===== config.mk =====
export PLATFORM = sky130hd
export DESIGN_NAME = cpu_execution_issue
export DESIGN_NICKNAME = d
export VERILOG_FILES = /design/src/rtl/cpu_exec_pkg.sv /design/src/rtl/cpu_execution_issue_decode.sv /design/src/rtl/cpu_execution_issue.sv
export SDC_FILE = /design/constraint.sdc
export NUM_CORES = 1
export LEC_CHECK = 0
export BUFFER_PORTS_ARGS = -buffer_cell sky130_fd_sc_hd__buf_2
export CORE_ASPECT_RATIO = 1.25
export CORE_MARGIN = 8
export CORE_UTILIZATION = 45
export DETAILED_ROUTE_END_ITERATION = 16
export PLACE_DENSITY = 0.75
export SLEW_MARGIN = 20
export SYNTH_ARGS = -nofsm -noshare
export SYNTH_HDL_FRONTEND = slang
export SYNTH_SLANG_ARGS = --single-unit

===== constraint.sdc =====
create_clock -name clk -period 1.9 [get_ports clk]
set_input_delay 0.285 -clock clk [delete_from_list [all_inputs] [get_ports clk]]
set_output_delay 0.285 -clock clk [all_outputs]
set_load 0.01 [all_outputs]

===== src/rtl/cpu_exec_pkg.sv =====
// rtl/cpu_exec_pkg.sv - shared ALU funct codes, MIPS opcode/funct fields and ExcCodes
package cpu_exec_pkg;

  localparam int XLEN_DEF = 32;

  localparam logic [3:0] FN_ADD  = 4'b0000;
  localparam logic [3:0] FN_ADDU = 4'b0001;
  localparam logic [3:0] FN_SUB  = 4'b0010;
  localparam logic [3:0] FN_SUBU = 4'b0011;
  localparam logic [3:0] FN_AND  = 4'b0100;
  localparam logic [3:0] FN_OR   = 4'b0101;
  localparam logic [3:0] FN_XOR  = 4'b0110;
  localparam logic [3:0] FN_NOR  = 4'b0111;
  localparam logic [3:0] FN_SLT  = 4'b1010;
  localparam logic [3:0] FN_SLTU = 4'b1011;

  localparam logic [5:0] OP_RTYPE = 6'h00;
  localparam logic [5:0] OP_ADDI  = 6'h08;
  localparam logic [5:0] OP_ADDIU = 6'h09;
  localparam logic [5:0] OP_SLTI  = 6'h0A;
  localparam logic [5:0] OP_SLTIU = 6'h0B;
  localparam logic [5:0] OP_ANDI  = 6'h0C;
  localparam logic [5:0] OP_ORI   = 6'h0D;
  localparam logic [5:0] OP_XORI  = 6'h0E;
  localparam logic [5:0] OP_LUI   = 6'h0F;

  localparam logic [5:0] F_ADD  = 6'h20;
  localparam logic [5:0] F_ADDU = 6'h21;
  localparam logic [5:0] F_SUB  = 6'h22;
  localparam logic [5:0] F_SUBU = 6'h23;
  localparam logic [5:0] F_AND  = 6'h24;
  localparam logic [5:0] F_OR   = 6'h25;
  localparam logic [5:0] F_XOR  = 6'h26;
  localparam logic [5:0] F_NOR  = 6'h27;
  localparam logic [5:0] F_SLT  = 6'h2A;
  localparam logic [5:0] F_SLTU = 6'h2B;

  localparam logic [4:0] EXC_OV_DEF = 5'd12;
  localparam logic [4:0] EXC_RI_DEF = 5'd10;

  typedef struct packed {
    logic [3:0]  funct;
    logic [31:0] a;
    logic [31:0] b;
    logic [4:0]  dest;
    logic [31:0] pc;
    logic        illegal;
  } issue_entry_t;

endpackage


===== src/rtl/cpu_execution_issue_decode.sv =====
// rtl/cpu_execution_issue_decode.sv - combinational MIPS ALU-class decode to funct/operands
module cpu_execution_issue_decode
  import cpu_exec_pkg::*;
(
  input  logic [31:0] instr_i,
  input  logic [31:0] rs_val_i,
  input  logic [31:0] rt_val_i,
  output logic [3:0]  funct_o,
  output logic [31:0] a_o,
  output logic [31:0] b_o,
  output logic [4:0]  dest_o,
  output logic        illegal_o
);

  logic [5:0]  op;
  logic [5:0]  fn;
  logic [31:0] imm_sext;
  logic [31:0] imm_zext;

  assign op       = instr_i[31:26];
  assign fn       = instr_i[5:0];
  assign imm_sext = {{16{instr_i[15]}}, instr_i[15:0]};
  assign imm_zext = {16'h0000, instr_i[15:0]};

  // Unknown encodings issue as a harmless addu with no destination.
  always_comb begin
    funct_o   = FN_ADDU;
    a_o       = rs_val_i;
    b_o       = rt_val_i;
    dest_o    = '0;
    illegal_o = 1'b0;
    case (op)
      OP_RTYPE: begin
        dest_o = instr_i[15:11];
        case (fn)
          F_ADD:   funct_o = FN_ADD;
          F_ADDU:  funct_o = FN_ADDU;
          F_SUB:   funct_o = FN_SUB;
          F_SUBU:  funct_o = FN_SUBU;
          F_AND:   funct_o = FN_AND;
          F_OR:    funct_o = FN_OR;
          F_XOR:   funct_o = FN_XOR;
          F_NOR:   funct_o = FN_NOR;
          F_SLT:   funct_o = FN_SLT;
          F_SLTU:  funct_o = FN_SLTU;
          default: begin
            illegal_o = 1'b1;
            dest_o    = '0;
          end
        endcase
      end
      OP_ADDI:  begin funct_o = FN_ADD;  b_o = imm_sext; dest_o = instr_i[20:16]; end
      OP_ADDIU: begin funct_o = FN_ADDU; b_o = imm_sext; dest_o = instr_i[20:16]; end
      OP_SLTI:  begin funct_o = FN_SLT;  b_o = imm_sext; dest_o = instr_i[20:16]; end
      OP_SLTIU: begin funct_o = FN_SLTU; b_o = imm_sext; dest_o = instr_i[20:16]; end
      OP_ANDI:  begin funct_o = FN_AND;  b_o = imm_zext; dest_o = instr_i[20:16]; end
      OP_ORI:   begin funct_o = FN_OR;   b_o = imm_zext; dest_o = instr_i[20:16]; end
      OP_XORI:  begin funct_o = FN_XOR;  b_o = imm_zext; dest_o = instr_i[20:16]; end
      OP_LUI: begin
        funct_o = FN_OR;
        a_o     = '0;
        b_o     = {instr_i[15:0], 16'h0000};
        dest_o  = instr_i[20:16];
      end
      default: illegal_o = 1'b1;
    endcase
  end

endmodule


===== src/rtl/cpu_execution_issue.sv =====
// rtl/cpu_execution_issue.sv - issue register, writeback register and precise exception latch
module cpu_execution_issue
  import cpu_exec_pkg::*;
#(
  parameter int         XLEN   = XLEN_DEF,
  parameter logic [4:0] EXC_OV = EXC_OV_DEF,
  parameter logic [4:0] EXC_RI = EXC_RI_DEF
) (
  input  logic            clk,
  input  logic            resetn,
  input  logic            in_valid,
  output logic            in_ready,
  input  logic [31:0]     in_instr,
  input  logic [XLEN-1:0] in_pc,
  input  logic [XLEN-1:0] in_rs_val,
  input  logic [XLEN-1:0] in_rt_val,
  output logic            out_valid,
  input  logic            out_ready,
  output logic [3:0]      out_funct,
  output logic [XLEN-1:0] out_oper_a,
  output logic [XLEN-1:0] out_oper_b,
  input  logic [XLEN-1:0] alu_result,
  input  logic            alu_overflow,
  input  logic            alu_badfunct,
  output logic            wb_valid,
  output logic [4:0]      wb_dest,
  output logic [XLEN-1:0] wb_data,
  output logic            exc_valid,
  output logic [4:0]      exc_code,
  output logic [XLEN-1:0] exc_pc,
  input  logic            exc_ack
);

  issue_entry_t entry_q, entry_d, dec_entry;
  logic         valid_q, valid_d;
  logic         wb_valid_q, wb_valid_d;
  logic [4:0]   wb_dest_q, wb_dest_d;
  logic [31:0]  wb_data_q, wb_data_d;
  logic         exc_valid_q, exc_valid_d;
  logic [4:0]   exc_code_q, exc_code_d;
  logic [31:0]  exc_pc_q, exc_pc_d;
  logic         in_fire, out_fire, exc_raise;

  cpu_execution_issue_decode u_decode (
    .instr_i   (in_instr),
    .rs_val_i  (in_rs_val),
    .rt_val_i  (in_rt_val),
    .funct_o   (dec_entry.funct),
    .a_o       (dec_entry.a),
    .b_o       (dec_entry.b),
    .dest_o    (dec_entry.dest),
    .illegal_o (dec_entry.illegal)
  );
  assign dec_entry.pc = in_pc;

  assign in_ready  = resetn & ~exc_valid_q & (~valid_q | out_ready);
  assign in_fire   = in_valid & in_ready;
  assign out_fire  = valid_q & out_ready;
  assign exc_raise = out_fire & (entry_q.illegal | alu_badfunct | alu_overflow);

  always_comb begin
    valid_d     = valid_q;
    entry_d     = entry_q;
    wb_dest_d   = wb_dest_q;
    wb_data_d   = wb_data_q;
    exc_valid_d = exc_valid_q;
    exc_code_d  = exc_code_q;
    exc_pc_d    = exc_pc_q;
    if (in_fire) begin
      valid_d = 1'b1;
      entry_d = dec_entry;
    end else if (out_fire) begin
      valid_d = 1'b0;
    end
    // A faulting entry flushes anything accepted behind it in the same cycle.
    if (exc_raise) valid_d = 1'b0;
    wb_valid_d = out_fire & ~exc_raise & (entry_q.dest != 5'd0);
    if (wb_valid_d) begin
      wb_dest_d = entry_q.dest;
      wb_data_d = alu_result;
    end
    if (exc_raise) begin
      exc_valid_d = 1'b1;
      exc_code_d  = (entry_q.illegal | alu_badfunct) ? EXC_RI : EXC_OV;
      exc_pc_d    = entry_q.pc;
    end else if (exc_ack) begin
      exc_valid_d = 1'b0;
    end
  end

  always_ff @(posedge clk) begin
    if (!resetn) begin
      valid_q     <= 1'b0;
      entry_q     <= '0;
      wb_valid_q  <= 1'b0;
      wb_dest_q   <= '0;
      wb_data_q   <= '0;
      exc_valid_q <= 1'b0;
      exc_code_q  <= '0;
      exc_pc_q    <= '0;
    end else begin
      valid_q     <= valid_d;
      entry_q     <= entry_d;
      wb_valid_q  <= wb_valid_d;
      wb_dest_q   <= wb_dest_d;
      wb_data_q   <= wb_data_d;
      exc_valid_q <= exc_valid_d;
      exc_code_q  <= exc_code_d;
      exc_pc_q    <= exc_pc_d;
    end
  end

  assign out_valid  = valid_q;
  assign out_funct  = entry_q.funct;
  assign out_oper_a = entry_q.a;
  assign out_oper_b = entry_q.b;
  assign wb_valid   = wb_valid_q;
  assign wb_dest    = wb_dest_q;
  assign wb_data    = wb_data_q;
  assign exc_valid  = exc_valid_q;
  assign exc_code   = exc_code_q;
  assign exc_pc     = exc_pc_q;

endmodule

==> flow_summary.ini <==
[flow_run]
cap_violations = 0

[clock_network]
ctsHoldBuffers = 0
path_clk_slew_ps = 70
cts_resized = 0
cts_tree = done
cts_buffers = 17
cts_setup_buffers = 0
cts_buffer_depth = 2
clkLatencyLatePin_ps = 420
cts_sinks = 181
htree_levels = 4
cts_root_buf = clkbuf_16

[layout]
drive_above_1_share_pct = 35.4
multi_input_area_um2 = 3300
nets = 1285
layout.cells.non_filler = 1351
regArea_um2 = 3620
synthToLayoutAreaGrowth_pct = 24.3
fillers = 1592

[synth]
synth_most_common_cell = nand2_1
ys_top_cells_by_area = dfxtp_1 (47%), nand2_1 (12%), a21boi_0 (10%)
synth_edf_count = 0
netlist_area_um2 = 7760
synth_cell_type_count = 44
ys_async_sr_fraction_pct = 0
synth.top_cell.area_share_pct = 46.7
synth.top_cells.by_count = nand2_1 (240), dfxtp_1 (181), a21boi_0 (103)
syn_area_per_cell_um2 = 8.50
yosys.area.top_type = dfxtp_1
yosysSeqAreaShare_pct = 46.7
ys.flop_type = dfxtp_1
synth_cells = 913
ys_ff_latch = 181
ys_warn_count = 0

[die]
ios = 313
start_util_pct = 46.1
row_count = 53
die_y_um = 163
die_width_um = 133
core-area_um2 = 16800
dieArea_um2 = 21700

[global_routing]
grt_usage_pct = 19.9
grt_pass1_wl_mm = 35.1
grt_start_max_net_pins = 128
first_global_vias = 6702
grt_overflow = 0
grt_antenna_before_repair = 0

[placement]
numPortBuffers = 305
dp.cells = 1319
dpl.hpwl_mm = 16.2
place_congestion = 0.846

[pwr]
p_per_area_nw_per_um2 = 892
vdd_drop_max_mv = 0.491
leakagePower_nw = 4.16

[sta]
maxSlewHeadroom_pct = 54.9
timing.final.crit_share_pct = 88.5
rsz0062_at_grt = false
hold_violations = 0
skew_ps = 18.7
clock.fmax_mhz = 595
slew_violations = 0
tns_ps = 0
tightest_slew_ps = 674
finalSetupViolations = 0
period_minus_slack_ps = 1680

[route]
drt-initial-drc-count = 459
firstDrtPassIters = 5
vias_per_cell = 5.06
ant_nets = 0
drc_errors = 0
via_count = 6830
post_drt_wl_per_cell_um = 16.6
finalWirelength_mm = 22.5

[worst_hold_path]
hold_path.class = in2reg

[worst_setup_path]
critPathCaptureType = flop
path_max_fanout = 36
worstPathRequired_ps = 2200
critPathKind = reg2reg
arrival_ps = 1990
critPathLaunchType = flop

[status]
status = finished clean
worst paths after layout:
kind	cells past startpoint	start	endpoint	slack, ps
min reg2reg	2	exc_code[2]	exc_code[2]	450
max	4	entry_q[33]	wb_valid	220
min	3	alu_result[9]	wb_data[9]	110
max reg2reg	4	entry_q[33]	wb_valid	220
logic make-up after synthesis:
logic type	after synthesis	synth area share (%)
simple gates	345	18.6
compound gates	243	23.6
flops	181	46.7
buf+inv	143	11.0
other cells	1	0.0483
layout by cell type (no fill, tap or decap), types with 10 or more instances in the layout:
cell type and n:
a211oi_1 15, a21boi_0 103, a21boi_2 30, a221oi_1 23
buf_12 10, buf_2 304, buf_4 12, clkbuf_16 17
dfxtp_1 181, nand2_1 240, nand3_1 53, nor2_1 25
o21ai_0 57
power by group:
group / total, W / leakage (nW) / internal, W / switching (W)
registers: 0.00401 / 1.47 / 0.00394 / 0.0000710
clock network: 0.00375 / 0.299 / 0.00222 / 0.00153
logic: 0.000850 / 2.38 / 0.000378 / 0.000473
flip-flops by register name, summed over array words and instances (netlist names):
| signal | count |
|---|---|
| entry_q | 38 |
| exc_pc | 32 |
| out_oper_a | 32 |
| out_oper_b | 32 |
| wb_data | 32 |
| wb_dest | 5 |
| out_funct | 4 |
| exc_code | 3 |
| exc_valid | 1 |
| out_valid | 1 |
| wb_valid | 1 |
worst max-delay path, cell delays in order, from the launching register on:
cell and delay (ps):
dfxtp_1 320, or4_4 560, o211a_1 230, buf_4 250, and2_1 210
final cells by class:
cell class	count	share of cell area [%]
Timing Repair Buffer	326	18.8
Clock buffer	17	4.41
Sequential cell	181	37.6
Tap cell	220	2.85
Antenna cell	1	0.0259
Clock inverter	14	2.05
Inverter	2	0.0778
Multi-Input combinational cell	590	34.2
per-stage QoR:
| step | cell area (um2) | total power, W | hold WS (ps) | util (%) | setup WS (ps) |
|---|---|---|---|---|---|
| after floorplan | 7770 | 0.00462 | 429 | - | 297 |
| after global placement | 9020 | 0.00493 | 436 | 53.5 | 192 |
| after detailed placement | 9020 | 0.00495 | 440 | 53.5 | 190 |
| after CTS | 9640 | 0.00870 | 82.6 | 57.2 | 220 |
| after global routing | 9640 | 0.00897 | 79.5 | 57.3 | 146 |
| final | 9650 | 0.00860 | 109 | 57.3 | 218 |
metal layers:
metal	global-route usage, %	part of all wire (%)	vias to the layer above
met5	0	0	-
met4	6.39	1.5	0
met3	7.31	7.3	19
met2	34.8	52	212
met1	22.0	39	3174
li1	-	-	3425
Power figures use the tool's default switching activity.
